===== src/rtl/ahb_decoder_mux.sv =====
// Single-master AHB-Lite address decoder with slave response mux and an
// ERROR-returning default slave for unmapped space.
module ahb_decoder_mux #(
  parameter logic [31:0] S0_BASE     = 32'h0000_0000,
  parameter logic [31:0] S1_BASE     = 32'h2000_0000,
  parameter logic [31:0] S2_BASE     = 32'h4000_0000,
  parameter int          REGION_BITS = 16
) (
  input  logic        HCLK,
  input  logic        HRESET,
  input  logic [31:0] HADDR,
  input  logic [1:0]  HTRANS,
  output logic        HSEL0,
  output logic        HSEL1,
  output logic        HSEL2,
  output logic        HREADY,
  input  logic        HREADYOUT0,
  input  logic        HREADYOUT1,
  input  logic        HREADYOUT2,
  input  logic [31:0] HRDATA0,
  input  logic [31:0] HRDATA1,
  input  logic [31:0] HRDATA2,
  input  logic        HRESP0,
  input  logic        HRESP1,
  input  logic        HRESP2,
  output logic [31:0] HRDATA,
  output logic        HRESP
);

  localparam logic [1:0] ST_IDLE = 2'd0;
  localparam logic [1:0] ST_ERR1 = 2'd1;
  localparam logic [1:0] ST_ERR2 = 2'd2;
  localparam logic [1:0] SEL_DEF = 2'd3;

  logic       match0, match1, match2;
  logic [1:0] dec_sel;
  logic [1:0] dsel_q, dsel_d;
  logic [1:0] state_q, state_d;
  logic       unmapped_req;
  logic       def_ready, def_resp;
  logic       unused_ok;

  assign match0 = (HADDR[31:REGION_BITS] == S0_BASE[31:REGION_BITS]);
  assign match1 = (HADDR[31:REGION_BITS] == S1_BASE[31:REGION_BITS]);
  assign match2 = (HADDR[31:REGION_BITS] == S2_BASE[31:REGION_BITS]);

  // Priority keeps the selects one-hot even if two bases are configured to overlap.
  assign HSEL0 = match0;
  assign HSEL1 = match1 & ~match0;
  assign HSEL2 = match2 & ~match0 & ~match1;

  always_comb begin
    dec_sel = SEL_DEF;
    if (HSEL0)      dec_sel = 2'd0;
    else if (HSEL1) dec_sel = 2'd1;
    else if (HSEL2) dec_sel = 2'd2;
  end

  assign def_ready = (state_q != ST_ERR1);
  assign def_resp  = (state_q != ST_IDLE);

  always_comb begin
    HREADY = def_ready;
    HRESP  = def_resp;
    HRDATA = 32'h0;
    case (dsel_q)
      2'd0: begin HREADY = HREADYOUT0; HRESP = HRESP0; HRDATA = HRDATA0; end
      2'd1: begin HREADY = HREADYOUT1; HRESP = HRESP1; HRDATA = HRDATA1; end
      2'd2: begin HREADY = HREADYOUT2; HRESP = HRESP2; HRDATA = HRDATA2; end
      default: ;
    endcase
  end

  // Only NONSEQ/SEQ into unmapped space earns an ERROR; IDLE/BUSY get zero-wait OKAY.
  assign unmapped_req = HREADY & HTRANS[1] & (dec_sel == SEL_DEF);

  always_comb begin
    state_d = state_q;
    case (state_q)
      ST_IDLE: if (unmapped_req) state_d = ST_ERR1;
      ST_ERR1: state_d = ST_ERR2;
      ST_ERR2: state_d = unmapped_req ? ST_ERR1 : ST_IDLE;
      default: state_d = ST_IDLE;
    endcase
  end

  assign dsel_d = HREADY ? dec_sel : dsel_q;

  always_ff @(posedge HCLK or posedge HRESET) begin
    if (HRESET) begin
      dsel_q  <= SEL_DEF;
      state_q <= ST_IDLE;
    end else begin
      dsel_q  <= dsel_d;
      state_q <= state_d;
    end
  end

  assign unused_ok = ^{HTRANS[0], HADDR[REGION_BITS-1:0]};

endmodule

===== config.mk =====
export PLATFORM = sky130hd
export DESIGN_NAME = ahb_decoder_mux
export DESIGN_NICKNAME = d
export VERILOG_FILES = /design/src/rtl/ahb_decoder_mux.sv
export SDC_FILE = /design/constraint.sdc
export NUM_CORES = 1
export LEC_CHECK = 0
export BUFFER_PORTS_ARGS = -buffer_cell sky130_fd_sc_hd__buf_2
export CORE_AREA = 2 2 68 70
export DETAILED_ROUTE_END_ITERATION = 6
export DIE_AREA = 0 0 70 72
export PLACE_DENSITY = 0.8
export SYNTH_ARGS = -nofsm -noshare
export SYNTH_HDL_FRONTEND = slang
export SYNTH_SLANG_ARGS = --single-unit

===== constraint.sdc =====
create_clock -name HCLK -period 3 [get_ports HCLK]
set_clock_uncertainty 0.05 [all_clocks]
set_input_delay 0.3 -clock HCLK [delete_from_list [all_inputs] [get_ports HCLK]]
set_output_delay 0.3 -clock HCLK [all_outputs]
set_load 0.005 [all_outputs]

==> impl_metrics.py, run 1 <==
metrics = {
    "setup_path": {
        "cp.required_ps": 2650,
        "path_cells": "nor2b_2 -> buf_4 -> nand2_1 -> o21ai_0 -> buf_2",
        "max_stage_delay_ps": 870,
        "path_buf_inv": 2,
        "crit_slowest_cell": "dfstp_2",
        "cp-start-kind": "flip-flop",
        "crit_family": "flip-flops",
        "cp.arrival_ps": 1930,
        "cp-end-kind": "output pin",
        "critPathKind": "reg -> out",
        "cp_max_fo": 36,
    },
    "yosys": {
        "netlist_area_um2": 967,
        "synth-edff-count": 0,
        "syn_nets": 277,
        "synth.distinct_cells": 25,
        "ys_warn_count": 0,
        "synthCells": 139,
        "async_flop_share_pct": 100,
        "dominantRegCellSynth": "dfstp_2",
        "synth_seq_area_share_pct": 10.6,
        "ys_ff_latch": 4,
        "syn_avg_cell_area_um2": 6.96,
    },
    "floorplan": {
        "coreArea_um2": 4260,
        "boundaryPins": 175,
        "row_count": 24,
        "die_h_um": 72,
        "start_util_pct": 22.7,
        "die_w_um": 70,
        "dieArea_um2": 5040,
    },
    "timing": {
        "tns_ps": 0,
        "maxSlewHeadroom_pct": 52.3,
        "max_freq_mhz": 438,
        "rsz0062_at_grt": "false",
        "worst_hold_slack_ps": 280,
        "setup_slack_ps": 719,
        "period_needed_ps": 2280,
        "slew_viol_final": 0,
        "setup_violations": 0,
        "post-route-period-util_pct": 76.0,
        "final-hold-violation-count": 0,
        "worst_pin_slew_ps": 715,
    },
    "global_routing": {
        "grt.total_usage_pct": 14.6,
        "first_global_vias": 1523,
        "grt_pass1_wl_um": 6270,
        "grt-ovfl-total": 0,
        "grt_max_degree": 37,
        "antenna_found_initial": 0,
    },
    "placed_design": {
        "place_hpwl_um": 3330,
        "dpl-instance-area_um2": 1800,
        "numPortBuffers": 157,
        "dpl.cell_count": 339,
        "place_ws_ps": 924,
        "routabilityCongestion": 0.783,
    },
    "final_layout": {
        "diodes": 0,
        "final_cell_mix": "buf_2, mux2i_1, nand2_1, o21ai_0",
        "area_growth_pct": 91.5,
        "final_common_cell": "buf_2",
        "post_layout_nonfiller_instances": 344,
        "postLayoutCellArea_um2": 1850,
        "final_core_util_pct": 43.4,
        "fin_nets": 431,
        "n_fill_cell": 420,
        "drive_above_1_share_pct": 57.9,
    },
    "drt": {
        "drtAntennaViolNets": 0,
        "vias": 1601,
        "drc": 0,
        "via_per_inst": 4.65,
        "wl_per_cell_um": 11.6,
        "drtPass1Iterations": 4,
        "drt-initial-drc-count": 22,
        "wirelength_um": 4010,
    },
    "min_path": {
        "worst_hold_path_type": "in -> reg",
    },
    "job": {
        "maxCapViolations": 0,
    },
    "power": {
        "ir_worst_vdd_mv": 0.238,
        "p_per_area_nw_per_um2": 161,
        "p_leak_nw": 1.25,
        "power_mw": 0.298,
    },
    "clock_network": {
        "clk_latency_ps": 220,
        "cts_tree": "built",
        "cts_buffers": 3,
        "cts_sinks": 4,
        "clockBufferDepth": 2,
        "cts_root_buffer": "clkbuf_8",
        "clk_pin_slew_worst_paths_ps": 40,
        "h-tree-depth": 1,
    },
    "run_status": {
        "status": "finished clean",
    },
}
cells in the mapped netlist (all sizes together), types with 4 or more instances:
master,count,area share [%]
mux2i,32,33
nand2,32,12
o21ai,32,17
buf,6,3.8
clkbuf,6,2.3
inv,4,1.6
nor4,4,2.6
metal layers:
metal	global-route usage, %	share of wire, %
met5	0	0
met4	1.92	0
met3	5.00	14
met2	28.4	49
met1	15.6	38
sequential cells by signal (all words and copies together) (netlist names):
signal and count:
dsel_q 2, state_q 2
worst reg2reg max path, delay by kind of cell (launching register included):
kind	cells	cell delay, ps
flip-flops	1	870
multiplexers	2	970
final cells by class:
type	count	area, µm²	share of cell area (%)
clock buffers	4	45.0	2.43
inverters	4	15.0	0.811
multi-input cells	119	793	42.8
flip-flops and latches	4	103	5.54
well taps	52	65.1	3.51
repair buffers	161	831	44.9
path summary, 6_finish.rpt:
| check | cells past startpoint | startpoint | to | slack (ps) |
|---|---|---|---|---|
| max | 5 | dsel_q[0] | HRDATA[26] | 720 |
| min | 2 | HTRANS[1] | state_q[0] | 280 |
| min in group asynchronous | 3 | HRESET | state_q[0] | 450 |
| min reg2reg | 2 | state_q[0] | state_q[1] | 460 |
| max reg2reg | 2 | dsel_q[0] | dsel_q[1] | 1030 |
| max in group asynchronous | 3 | HRESET | dsel_q[1] | 2210 |
what timing repair did:
| action | CTS | global route |
|---|---|---|
| hold endpoints to repair | 2 | 0 |
| hold buffers | 1 | 0 |
| setup buffers | 0 | 0 |
| resized for setup | 0 | 0 |
report_power, final:
part	switching [mW]	internal [mW]
sequential	0.00176	0.0581
clock	0.0290	0.0908
combinational	0.0398	0.0786
total	0.0705	0.228
cell families (layout without fill, tap and decap cells):
| logic type | count (synthesis) | in the layout | synth area share (%) |
|---|---|---|---|
| and+or+nand+nor | 49 | 49 | 22.9 |
| AOI/OAI and AO/OA | 35 | 35 | 19.1 |
| muxes | 35 | 35 | 39.7 |
| buffers and inverters | 16 | 169 | 7.63 |
| DFF | 4 | 4 | 10.6 |
Note: power is estimated with default switching activity, not from simulation.
==> inputs of run 2 (changes only) <==
--- a/config.mk
+++ b/config.mk
@@ -6,10 +6,10 @@
 export NUM_CORES = 1
 export LEC_CHECK = 0
 export BUFFER_PORTS_ARGS = -buffer_cell sky130_fd_sc_hd__buf_2
-export CORE_AREA = 2 2 68 70
+export CORE_AREA = 2 2 67 69
 export DETAILED_ROUTE_END_ITERATION = 6
-export DIE_AREA = 0 0 70 72
-export PLACE_DENSITY = 0.8
+export DIE_AREA = 0 0 69 71
+export PLACE_DENSITY = 0.84
 export SYNTH_ARGS = -nofsm -noshare
 export SYNTH_HDL_FRONTEND = slang
 export SYNTH_SLANG_ARGS = --single-unit
==> constraint.sdc (replaced) <==
create_clock -name HCLK -period 1.9 [get_ports HCLK]
set_clock_uncertainty 0.05 [all_clocks]
set_input_delay 0.19 -clock HCLK [delete_from_list [all_inputs] [get_ports HCLK]]
set_output_delay 0.19 -clock HCLK [all_outputs]
set_load 0.005 [all_outputs]
==> run 2 against run 1 <==
Against the previous run: first-iteration DRC count rose by 41%; worst setup slack got worse by 580 ps; global-route usage rose by 0.77 points; sequential power rose by 58%; routed wire length fell by 0.27%; via count fell by 0.25%; die area fell by 2.8%; register-to-register slack got worse by 730 ps; critical path type unchanged; highest routed layer is now met4.
==> impl_metrics.py, run 2 (synthesized netlist as in run 1, its figures left out) <==
metrics = {
    "run_status": {
        "status": "finished clean",
    },
    "final_layout": {
        "diodes": 0,
        "area_growth_pct": 96.8,
        "post_layout_nonfiller_instances": 348,
        "postLayoutCellArea_um2": 1900,
        "drive_above_1_share_pct": 58.4,
        "final_common_cell": "buf_2",
        "final_cell_mix": "buf_2, mux2i_1, nand2_1, o21ai_0",
        "n_fill_cell": 430,
        "fin_nets": 435,
        "top_regs": "dsel_q (2), state_q (2)",
    },
    "power": {
        "p_leak_nw": 1.28,
        "switching_power_mw": 0.110,
        "p_clk_share_pct": 40.0,
        "p_per_area_nw_per_um2": 247,
        "power.internal_mw": 0.359,
        "ir_worst_vdd_mv": 0.296,
        "swShare_pct": 23.5,
        "power_frac_seq_pct": 20.2,
        "combPwrFrac_pct": 39.8,
    },
    "floorplan": {
        "boundaryPins": 175,
        "row_count": 24,
        "start_util_pct": 23.0,
        "die_w_um": 69,
        "die_h_um": 71,
        "dieArea_um2": 4900,
        "coreArea_um2": 4200,
    },
    "clock_network": {
        "clk_latency_ps": 220,
        "h-tree-depth": 1,
        "clk_pin_slew_worst_paths_ps": 30,
        "cts_buffers": 3,
        "cts_tree": "built",
        "clockBufferDepth": 2,
        "cts_sinks": 4,
        "cts_root_buffer": "clkbuf_8",
    },
    "setup_path": {
        "cp_max_fo": 5,
        "cp.required_ps": 1660,
        "critPathKind": "reg -> out",
        "cp.arrival_ps": 1530,
        "ff2ff_path_depth": 2,
        "cp-start-kind": "flip-flop",
        "cp-end-kind": "output pin",
    },
    "global_routing": {
        "first_global_vias": 1537,
        "grt.total_usage_pct": 15.3,
        "antenna_found_initial": 0,
        "grt_max_degree": 29,
        "grt_pass1_wl_um": 6450,
        "grt-ovfl-total": 0,
    },
    "timing": {
        "post-route-period-util_pct": 92.9,
        "max_freq_mhz": 566,
        "period_needed_ps": 1770,
        "worst_pin_slew_ps": 500,
        "slew_viol_final": 0,
        "maxSlewHeadroom_pct": 66.4,
        "rsz0062_at_grt": "false",
        "worst_hold_slack_ps": 178,
        "tns_ps": 0,
        "setup_violations": 0,
        "final-hold-violation-count": 0,
    },
    "placed_design": {
        "dpl-instance-area_um2": 1820,
        "dpl.cell_count": 341,
        "numPortBuffers": 157,
        "place_hpwl_um": 3380,
        "routabilityCongestion": 0.779,
    },
    "job": {
        "maxCapViolations": 0,
    },
    "drt": {
        "wl_per_cell_um": 11.5,
        "drc": 0,
        "drtPass1Iterations": 4,
        "via_per_inst": 4.59,
        "drt-initial-drc-count": 31,
        "vias": 1597,
        "wirelength_um": 4000,
        "drtAntennaViolNets": 0,
    },
    "min_path": {
        "worst_hold_path_type": "in -> reg",
        "min_path_cells": 2,
    },
}
-- run 2: changes by cell type in the layout (fill, tap and decap cells not counted) --
cell and change:
nor2b_2 -1, buf_4 +2, buf_6 +1, buf_12 +1
nor2b_4 +1
-- run 2: what timing repair did --
action / CTS / global route
hold endpoints to repair: 2 / 0
hold buffers: 1 / 0
resized for setup: 0 / 2
buffers inserted: 0 / 2
setup endpoints to repair: 0 / 29
-- run 2: stage by stage --
stage	setup slack, ps	util [%]	power [mW]
3_5_place_dp	224	43.4	0.282
3_3_place_gp	225	43.4	0.275
2_1_floorplan	296	-	0.145
5_1_grt	52.7	45.3	0.508
4_1_cts	6.43	44.7	0.476
6_report	135	45.3	0.470
-- run 2: power groups by stage --
stage,sequential [mW],clock (mW),combinational [mW]
after floorplan,0.0947,0,0.0505
after global placement,0.0952,0,0.180
after detailed placement,0.0958,0,0.186
after CTS,0.0950,0.193,0.188
after global routing,0.0960,0.203,0.208
final,0.0948,0.188,0.187
-- run 2: cell type report --
class	count	area (µm²)	area share, %
Clock buffer	4	45.0	2.37
Sequential cell	4	103	5.39
Multi-Input combinational cell	119	798	41.9
Timing Repair Buffer	165	877	46.1
Inverter	4	15.0	0.789
Tap cell	52	65.1	3.42
-- run 2: final timing paths --
| path | start | endpoint | slack (ps) |
|---|---|---|---|
| setup / recovery | dsel_q[0] | HREADY | 130 |
| hold / removal | HTRANS[1] | state_q[0] | 180 |
| setup reg to reg | dsel_q[0] | dsel_q[1] | 300 |
| hold reg to reg | state_q[0] | state_q[1] | 460 |
| max in group asynchronous | HRESET | dsel_q[0] | 1220 |
| min in group asynchronous | HRESET | state_q[1] | 350 |
-- run 2: layer usage --
metal,track usage (%),vias up,wire length (µm)
met1,16.9,683,1540
met2,30.8,100,2050
met3,2.56,2,387
met5,0,-,0
met4,2.61,0,15
li1,-,812,-
-- run 2: critical path, cell delays in order (launching register included) --
cell,delay (ps)
dfstp_2,580
mux4_2,580
buf_2,160
